--- config.mk ---
export PLATFORM = sky130hd
export DESIGN_NAME = alu_sequencer_flat
export DESIGN_NICKNAME = d
export VERILOG_FILES = /design/src/rtl/alu_sequencer_if.sv /design/src/rtl/alu_sequencer.sv /design/src/flat_wrapper.sv
export SDC_FILE = /design/constraint.sdc
export NUM_CORES = 1
export LEC_CHECK = 0
export ABC_AREA = 1
export ABC_CLOCK_PERIOD_IN_PS = 4700
export CORE_ASPECT_RATIO = 1.75
export CORE_MARGIN = 4
export CORE_UTILIZATION = 55
export DETAILED_ROUTE_END_ITERATION = 6
export GPL_ROUTABILITY_DRIVEN = 0
export PLACE_DENSITY = 0.85
export SYNTH_ARGS = -nofsm -noshare
export SYNTH_HDL_FRONTEND = slang
export SYNTH_SLANG_ARGS = --single-unit
--- constraint.sdc ---
create_clock -name clk -period 4.7 [get_ports clk]
set_clock_uncertainty 0.2 [all_clocks]
set_input_delay 1.175 -clock clk [delete_from_list [all_inputs] [get_ports clk]]
set_output_delay 1.175 -clock clk [all_outputs]
set_load 0.01 [all_outputs]
--- src/rtl/alu_sequencer_if.sv ---
// Bus between the ALU sequencer and its environment: instruction handshake,
// external ALU operand/result path, retirement status and debug read port.
interface alu_sequencer_if;
  logic        instr_valid;
  logic [15:0] instr;
  logic        instr_ready;
  logic [7:0]  alu_a;
  logic [7:0]  alu_b;
  logic [3:0]  alu_opcode;
  logic [7:0]  alu_result;
  logic        done;
  logic [7:0]  result_out;
  logic        zero_flag;
  logic        err;
  logic [1:0]  dbg_addr;
  logic [7:0]  dbg_data;

  modport master (
    output instr_valid, instr, alu_result, dbg_addr,
    input  instr_ready, alu_a, alu_b, alu_opcode, done, result_out,
           zero_flag, err, dbg_data
  );

  modport slave (
    input  instr_valid, instr, alu_result, dbg_addr,
    output instr_ready, alu_a, alu_b, alu_opcode, done, result_out,
           zero_flag, err, dbg_data
  );
endinterface

--- src/rtl/alu_sequencer.sv ---
// Three-phase (IDLE/EXEC/WB) instruction sequencer driving an external
// combinational ALU and owning a 4 x 8-bit register file.
module alu_sequencer (
  input  logic           clk,
  input  logic           rst_n,
  alu_sequencer_if.slave bus
);

  typedef enum logic [1:0] {IDLE, EXEC, WB} state_t;

  state_t     state;
  state_t     next_state;
  logic [7:0] regs [4];
  logic [3:0] op_q;
  logic [1:0] rd_q;
  logic [7:0] result_q;
  logic       accept;

  function automatic logic is_alu(input logic [2:0] func);
    return (func != 3'b000) && (func <= 3'd4);
  endfunction

  function automatic logic is_illegal(input logic [3:0] op);
    return (op != 4'b0000) && !is_alu(op[2:0]);
  endfunction

  always_ff @(posedge clk or negedge rst_n) begin
    if (!rst_n) state <= IDLE;
    else        state <= next_state;
  end

  // Ready is masked by rst_n so nothing is offered while reset is held.
  always_comb begin
    next_state      = state;
    accept          = 1'b0;
    bus.instr_ready = 1'b0;
    bus.done        = 1'b0;
    bus.err         = 1'b0;
    case (state)
      IDLE: begin
        bus.instr_ready = rst_n;
        if (bus.instr_valid && rst_n) begin
          accept     = 1'b1;
          next_state = EXEC;
        end
      end
      EXEC: next_state = WB;
      WB: begin
        bus.done   = 1'b1;
        bus.err    = is_illegal(op_q);
        next_state = IDLE;
      end
      default: next_state = IDLE;
    endcase
  end

  always_ff @(posedge clk or negedge rst_n) begin
    if (!rst_n) begin
      for (int i = 0; i < 4; i++) regs[i] <= 8'h00;
      op_q           <= 4'h0;
      rd_q           <= 2'd0;
      result_q       <= 8'h00;
      bus.alu_a      <= 8'h00;
      bus.alu_b      <= 8'h00;
      bus.alu_opcode <= 4'h0;
      bus.result_out <= 8'h00;
      bus.zero_flag  <= 1'b1;
    end else begin
      case (state)
        IDLE: begin
          if (accept) begin
            op_q      <= bus.instr[15:12];
            rd_q      <= bus.instr[11:10];
            bus.alu_a <= regs[bus.instr[11:10]];
            bus.alu_b <= bus.instr[15] ? bus.instr[7:0] : regs[bus.instr[9:8]];
            bus.alu_opcode <= is_alu(bus.instr[14:12]) ? {1'b0, bus.instr[14:12]} : 4'h0;
          end
        end
        EXEC: begin
          result_q       <= bus.alu_result;
          bus.alu_a      <= 8'h00;
          bus.alu_b      <= 8'h00;
          bus.alu_opcode <= 4'h0;
        end
        // NOP and illegal ops retire without touching architectural state.
        WB: begin
          if (is_alu(op_q[2:0])) begin
            regs[rd_q]     <= result_q;
            bus.result_out <= result_q;
            bus.zero_flag  <= (result_q == 8'h00);
          end
        end
        default: ;
      endcase
    end
  end

  assign bus.dbg_data = regs[bus.dbg_addr];

endmodule

--- src/flat_wrapper.sv ---
// flat-port wrapper written by rule: the top's interface ports become plain ports
module alu_sequencer_flat 
  (clk, rst_n, bus_instr_valid, bus_instr, bus_alu_result, bus_dbg_addr, bus_instr_ready, bus_alu_a, bus_alu_b, bus_alu_opcode, bus_done, bus_result_out, bus_zero_flag, bus_err, bus_dbg_data);
  alu_sequencer_if bus_i ();
  input  logic clk;
  input  logic rst_n;
  input wire logic [$bits(bus_i.instr_valid)-1:0] bus_instr_valid;
  input wire logic [$bits(bus_i.instr)-1:0] bus_instr;
  input wire logic [$bits(bus_i.alu_result)-1:0] bus_alu_result;
  input wire logic [$bits(bus_i.dbg_addr)-1:0] bus_dbg_addr;
  output wire logic [$bits(bus_i.instr_ready)-1:0] bus_instr_ready;
  output wire logic [$bits(bus_i.alu_a)-1:0] bus_alu_a;
  output wire logic [$bits(bus_i.alu_b)-1:0] bus_alu_b;
  output wire logic [$bits(bus_i.alu_opcode)-1:0] bus_alu_opcode;
  output wire logic [$bits(bus_i.done)-1:0] bus_done;
  output wire logic [$bits(bus_i.result_out)-1:0] bus_result_out;
  output wire logic [$bits(bus_i.zero_flag)-1:0] bus_zero_flag;
  output wire logic [$bits(bus_i.err)-1:0] bus_err;
  output wire logic [$bits(bus_i.dbg_data)-1:0] bus_dbg_data;
  assign bus_i.instr_valid = bus_instr_valid;
  assign bus_i.instr = bus_instr;
  assign bus_i.alu_result = bus_alu_result;
  assign bus_i.dbg_addr = bus_dbg_addr;
  assign bus_instr_ready = bus_i.instr_ready;
  assign bus_alu_a = bus_i.alu_a;
  assign bus_alu_b = bus_i.alu_b;
  assign bus_alu_opcode = bus_i.alu_opcode;
  assign bus_done = bus_i.done;
  assign bus_result_out = bus_i.result_out;
  assign bus_zero_flag = bus_i.zero_flag;
  assign bus_err = bus_i.err;
  assign bus_dbg_data = bus_i.dbg_data;
  alu_sequencer u_core (.clk(clk), .rst_n(rst_n), .bus(bus_i));
endmodule
After elaboration in Yosys (flattened, before gate mapping)
Cells that the tools add are included.
- register bits after elaboration: 77
- bits of input ports: 29
- output and inout bits: 40
- logic and storage cells: 70
- $lt $le $gt $ge: 7
- eq/ne operators: 4
- mux-type cells: 27
- bitwise operators: 4
- reductions and logical operators: 15
- operators with widths (kind ; count):
    2-to-1 mux 8 bit ; 10
    binary-select mux 8 bit (select 2 bit) ; 3
    bitwise mux 32 bit ; 1
    one-hot mux 8 bit (2 select lines) ; 2
    demux 8 bit (select 2 bit) ; 1
    greater-or-equal comparator 3 bit, second input constant ; 4
    inverter 2 -> 3 bit ; 4
    logical NOT 8 bit ; 1
    one-hot mux 4 bit (2 select lines) ; 1
    less-or-equal comparator 3 bit, second input constant ; 2
    AND reduction 2 bit ; 3
    nonzero test 3 bit ; 2
    logical AND 1 bit ; 5
    2-to-1 mux 1 bit ; 5
    2-to-1 mux 4 bit ; 1
    inequality test 2 x 1 -> 1 bit, second input constant ; 2
    one-hot mux 2 bit (2 select lines) ; 1
    nonzero test 4 bit ; 1
    less-than comparator 3 x 1 -> 1 bit, second input constant ; 1
    2-to-1 mux 3 bit ; 1
    equality test 2 x 1 -> 1 bit, second input constant ; 1
    equality test 2 bit, second input constant ; 1
    logical NOT 2 bit ; 1
    2-to-1 mux 2 bit ; 1
    other kinds (2) ; 2

Logic depth before layout (Yosys ltp)
- depth after elaboration: 7
- gate-level depth with buffers: 8

Least setup slack after synthesis
No wires, ideal clock.
- kind: input to output
- start point: in bus_dbg_addr[0]
- end point: out bus_dbg_data[5]
- arrival time: 1858 ps
- data required time: 3325 ps
- setup slack: 1467 ps
- stages: 4
- path buffers: 1
- cells stage by stage: inv_1 clkbuf_1 o21ai_0 o22ai_1
- cells in the longest elaborated chain, start to end: 4
- RTL lines (item ; RTL line ; source):
    start: declaration ; flat_wrapper.sv:10 ; input wire logic [$bits(bus_i.dbg_addr)-1:0] bus_dbg_addr;
    inverter 2 -> 3 bit (implied by the code) ; alu_sequencer.sv:98 ; assign bus.dbg_data = regs[bus.dbg_addr];
    binary-select mux 8 bit (select 2 bit) ; alu_sequencer.sv:98 ;
    2-to-1 mux 8 bit (implied by the code) (2 in a row) ; alu_sequencer.sv:98 ;
    end: declaration ; flat_wrapper.sv:19 ; output wire logic [$bits(bus_i.dbg_data)-1:0] bus_dbg_data;
Every way passes these cells. The select of a mux whose other input is x is not followed.

Worst setup path after layout
- start point: in bus_dbg_addr[1]
- end point: out bus_dbg_data[4]
Same word-level chain as after synthesis.

==> metrics.md <==
| Metric | Value |
|---|---|
| Power density over cell area | `516.9 mW/mm^2` |
| Required @ worst endpoint | `3.32 ns` |
| Initial antenna violation count | `0` |
| Core ar. | `0.006907 sq mm` |
| Fillers | `546` |
| CTS tree | `built` |
| Xor/xnor cell area share of the yosys netlist | `0%` |
| Number of global-route vias before repair | `3752` |
| Hold Path Origin | `u_core.bus.zero_flag` |
| Worst Setup End Kind | `output pin` |
| Mapped Area | `0.003899 sq mm` |
| Worst Hold End | `u_core.bus.zero_flag` |
| Ys Warns | `0` |
| Leakage power | `2.399 nW` |
| Pint | `1.641 mW` |
| # port buffers | `67` |
| CTS Sinks | `76` |
| Syn Inst Count | `522` |
| Switching power | `0.8857 mW` |
| GRT overflow | `0` |
| Multi-input gate area | `0.001690 sq mm` |
| Cts hold-fix bufs | `0` |
| Slew margin rel. | `40.42%` |
| Clock power share | `27.7%` |
| Worst Path Max Fanout | `9` |
| Initial DRC Count | `311` |
| Flop-to-flop setup slack | `2.77 ns` |
| Antenna cell count | `0` |
| Hold WC Path Type | `reg2reg` |
| Top achievable clock speed | `230.8 MHz` |
| Synth area leader | `dfrtp_1` |
| Syn avg cell area | `7.469 sq um` |
| Top cells by area, synth | `dfrtp_1 (48%), nand2_1 (18%), o21ai_0 (6.3%), nand3_1 (5.6%), nand4_1 (5.1%)` |
| CTS root buf | `clkbuf_16` |
| Synth Area in Compound Gates | `9.307%` |
| Post-synthesis cell type count | `22` |
| CTS Buffer Depth | `2` |
| Sw frac | `35.05%` |
| Final Hold Slack | `0.2680 ns` |
| Routed len/inst | `15.14 um` |
| Share of post-route cells with drive strength above 1 | `5.451%` |
| Routed WL | `10160 um` |
| Cell Rows | `40` |
| VDD IR max | `0.4381 mV` |
| Syn Nets | `552` |
| Vias | `3703` |
| First-pass GRT wire length | `17260 um` |
| Slew @ Worst Pin | `0.8909 ns` |
| Comb power frac | `29.3%` |
| Max-slew violations | `0` |
| Detailed Routing Iterations Pass 1 | `5` |
| Largest net degree at the start of global routing | `55` |
| Die Footprint | `0.008553 sq mm` |
| I/O pins | `69` |
| DIE HEIGHT | `119.4 um` |
| Post-CTS sizing | `0` |
| Detail Route Antenna Nets | `0` |
| Startpoint class of the critical path | `input port` |
| Post-CTS setup buffers | `0` |
| Start of the worst register-to-register path | `u_core.op_q[2]` |
| Die X | `71.65 um` |
| Htree depth | `3` |
| Unrepaired setup endpoints after global routing | `no` |
| Outcome | `finished clean` |
| Synth Area in Simple Gates | `33.34%` |
| Flops & latches, synth | `76` |
| Synth Area in Adders | `0.3209%` |
| Clock transition at the registers of the reported paths | `0.05 ns` |
| Register area share after synthesis | `48.81%` |
| Part of the power in registers | `43.0%` |
| Final hold violation count | `0` |
| DRC viols | `0` |
| Setup TNS | `0 ns` |
| Initial core utilization | `56.45%` |
| Crit Path Class | `in2out` |
| Area Growth Syn to Fin | `25.39%` |
| Register area | `0.001903 sq mm` |
| Setup Viol. Count Final | `0` |
| Largest family of logic cells by synthesized area | `simple AND/OR/NAND/NOR gates` |
| Via/cell ratio | `5.519` |
| Hold Crit Depth | `2` |
| CTS Buf Count | `9` |
| Minimum clock period | `4.332 ns` |
| Max Cap Viol | `0` |
| Crit Reg-Reg Endpoint | `u_core.bus.result_out[3]` |
| Final Cycle Share | `92.18%` |
| Top-area cell type share of the netlist area | `48.14%` |
| Worst skew pair latency | `0.34 ns` |
| GRT Util Overall | `25.50%` |
| Mux cell area share after synthesis | `0.2888%` |
| Dpl hpwl | `7293 um` |
| Nets | `612` |
| Worst EP arrival | `2.96 ns` |
| R2R depth | `6` |
## critical path, stage by stage
cell	delay, ns
clkdlybuf4s50_1	0.57
inv_1	0.26
o21ai_0	0.12
o22ai_1	0.23
clkdlybuf4s50_1	0.59
## synth_stat cells
| master | n |
|---|---|
| nand2_1 | 189 |
| dfrtp_1 | 75 |
| o21ai_0 | 49 |
| inv_1 | 44 |
| nand3_1 | 44 |
| nand4_1 | 32 |
| nor2_1 | 31 |
| buf_2 | 13 |
| a21oi_1 | 12 |
| o22ai_1 | 8 |
| buf_4 | 5 |
| clkbuf_1 | 5 |
| nor2_2 | 5 |
| nor2_4 | 2 |
| buf_6 | 1 |
| clkinv_1 | 1 |
| conb_1 | 1 |
| dfstp_2 | 1 |
| ha_1 | 1 |
| inv_2 | 1 |
| mux2_2 | 1 |
| o21bai_1 | 1 |
## power by group through the flow
stage	sequential (mW)	clock [mW]	combinational, mW
after floorplan	1.05	0	0.428
after global placement	1.07	0	0.711
after detailed placement	1.08	0	0.735
after CTS	1.08	0.704	0.745
after global routing	1.11	0.741	0.845
final	1.09	0.700	0.741
## per-layer routing
layer	wire, um	vias up	part of all wire, %	track usage [%]
li1	-	1823	-	-
met1	3918	1697	39	29.05
met2	5320	143	52	42.74
met3	522	40	5.1	5.912
met4	395	0	3.9	14.59
met5	0	-	0	0
## flip-flops by register name, indices dropped and copies added, names as in the netlist
register	cells
u_core.bus.result_out	8
u_core.bus.alu_opcode	3
u_core.rd_q	2
u_core.state	2
u_core.bus.zero_flag	1
u_core.bus.alu_a	8
u_core.bus.alu_b	8
u_core.op_q	4
u_core.regs	32
u_core.result_q	8
## layout make-up
cell class / instances / area share (%)
multi-input combinational: 376 / 34.58
timing repair buffer: 73 / 14.59
clock buffer: 12 / 5.247
sequential: 76 / 38.93
inverter: 46 / 3.532
clock inverter: 4 / 0.9726
tap: 84 / 2.150
## cell families (layout without fill, tap and decap cells)
group | after synthesis | count (layout)
and+or+nand+nor | 303 | 303
DFF | 76 | 76
AOI/OAI and AO/OA | 70 | 70
buffers and inverters | 70 | 135
adders and majority gates | 1 | 1
other | 1 | 1
muxes | 1 | 1
## stage by stage
stage | utilization (%) | power [mW] | instances | worst slack, ns | area [sq um]
6_report | 70.78 | 2.527 | 671 | 0.3675 | 4888
5_1_grt | 70.78 | 2.696 | 671 | 0.2872 | 4888
4_1_cts | 70.78 | 2.525 | 671 | 0.3950 | 4888
3_5_place_dp | 66.38 | 1.819 | 655 | 0.3965 | 4584
3_3_place_gp | 66.38 | 1.784 | 655 | 0.4452 | 4584
2_1_floorplan | - | 1.476 | 522 | 1.467 | 3899
## worst max-delay path by stage
stage                         start              end  slack, ns  depth (start not counted)
floorplan           bus_dbg_addr[0]  bus_dbg_data[5]       1.47                          4
global placement    bus_dbg_addr[1]  bus_dbg_data[3]       0.45                          5
detailed placement  bus_dbg_addr[1]  bus_dbg_data[4]       0.40                          5
CTS                 bus_dbg_addr[1]  bus_dbg_data[4]       0.40                          5
global route        bus_dbg_addr[1]  bus_dbg_data[4]       0.29                          5
finish              bus_dbg_addr[1]  bus_dbg_data[4]       0.37                          5
## cells in the final DEF (no fill, tap or decap)
cell / count
nand2_1: 189
dfrtp_1: 75
clkdlybuf4s50_1: 66
o21ai_0: 49
inv_1: 44
nand3_1: 44
nand4_1: 32
nor2_1: 31
a21oi_1: 12
clkbuf_16: 9
o22ai_1: 8
buf_4: 7
nor2_2: 5
nor2_4: 2
clkinv_2: 2
clkbuf_8: 2
o21bai_1: 1
inv_2: 1
clkinv_1: 1
mux2_2: 1
ha_1: 1
conb_1: 1
clkbuf_1: 1
clkinvlp_4: 1
bufinv_16: 1
dfstp_2: 1
(Power assumes the default switching activity.)
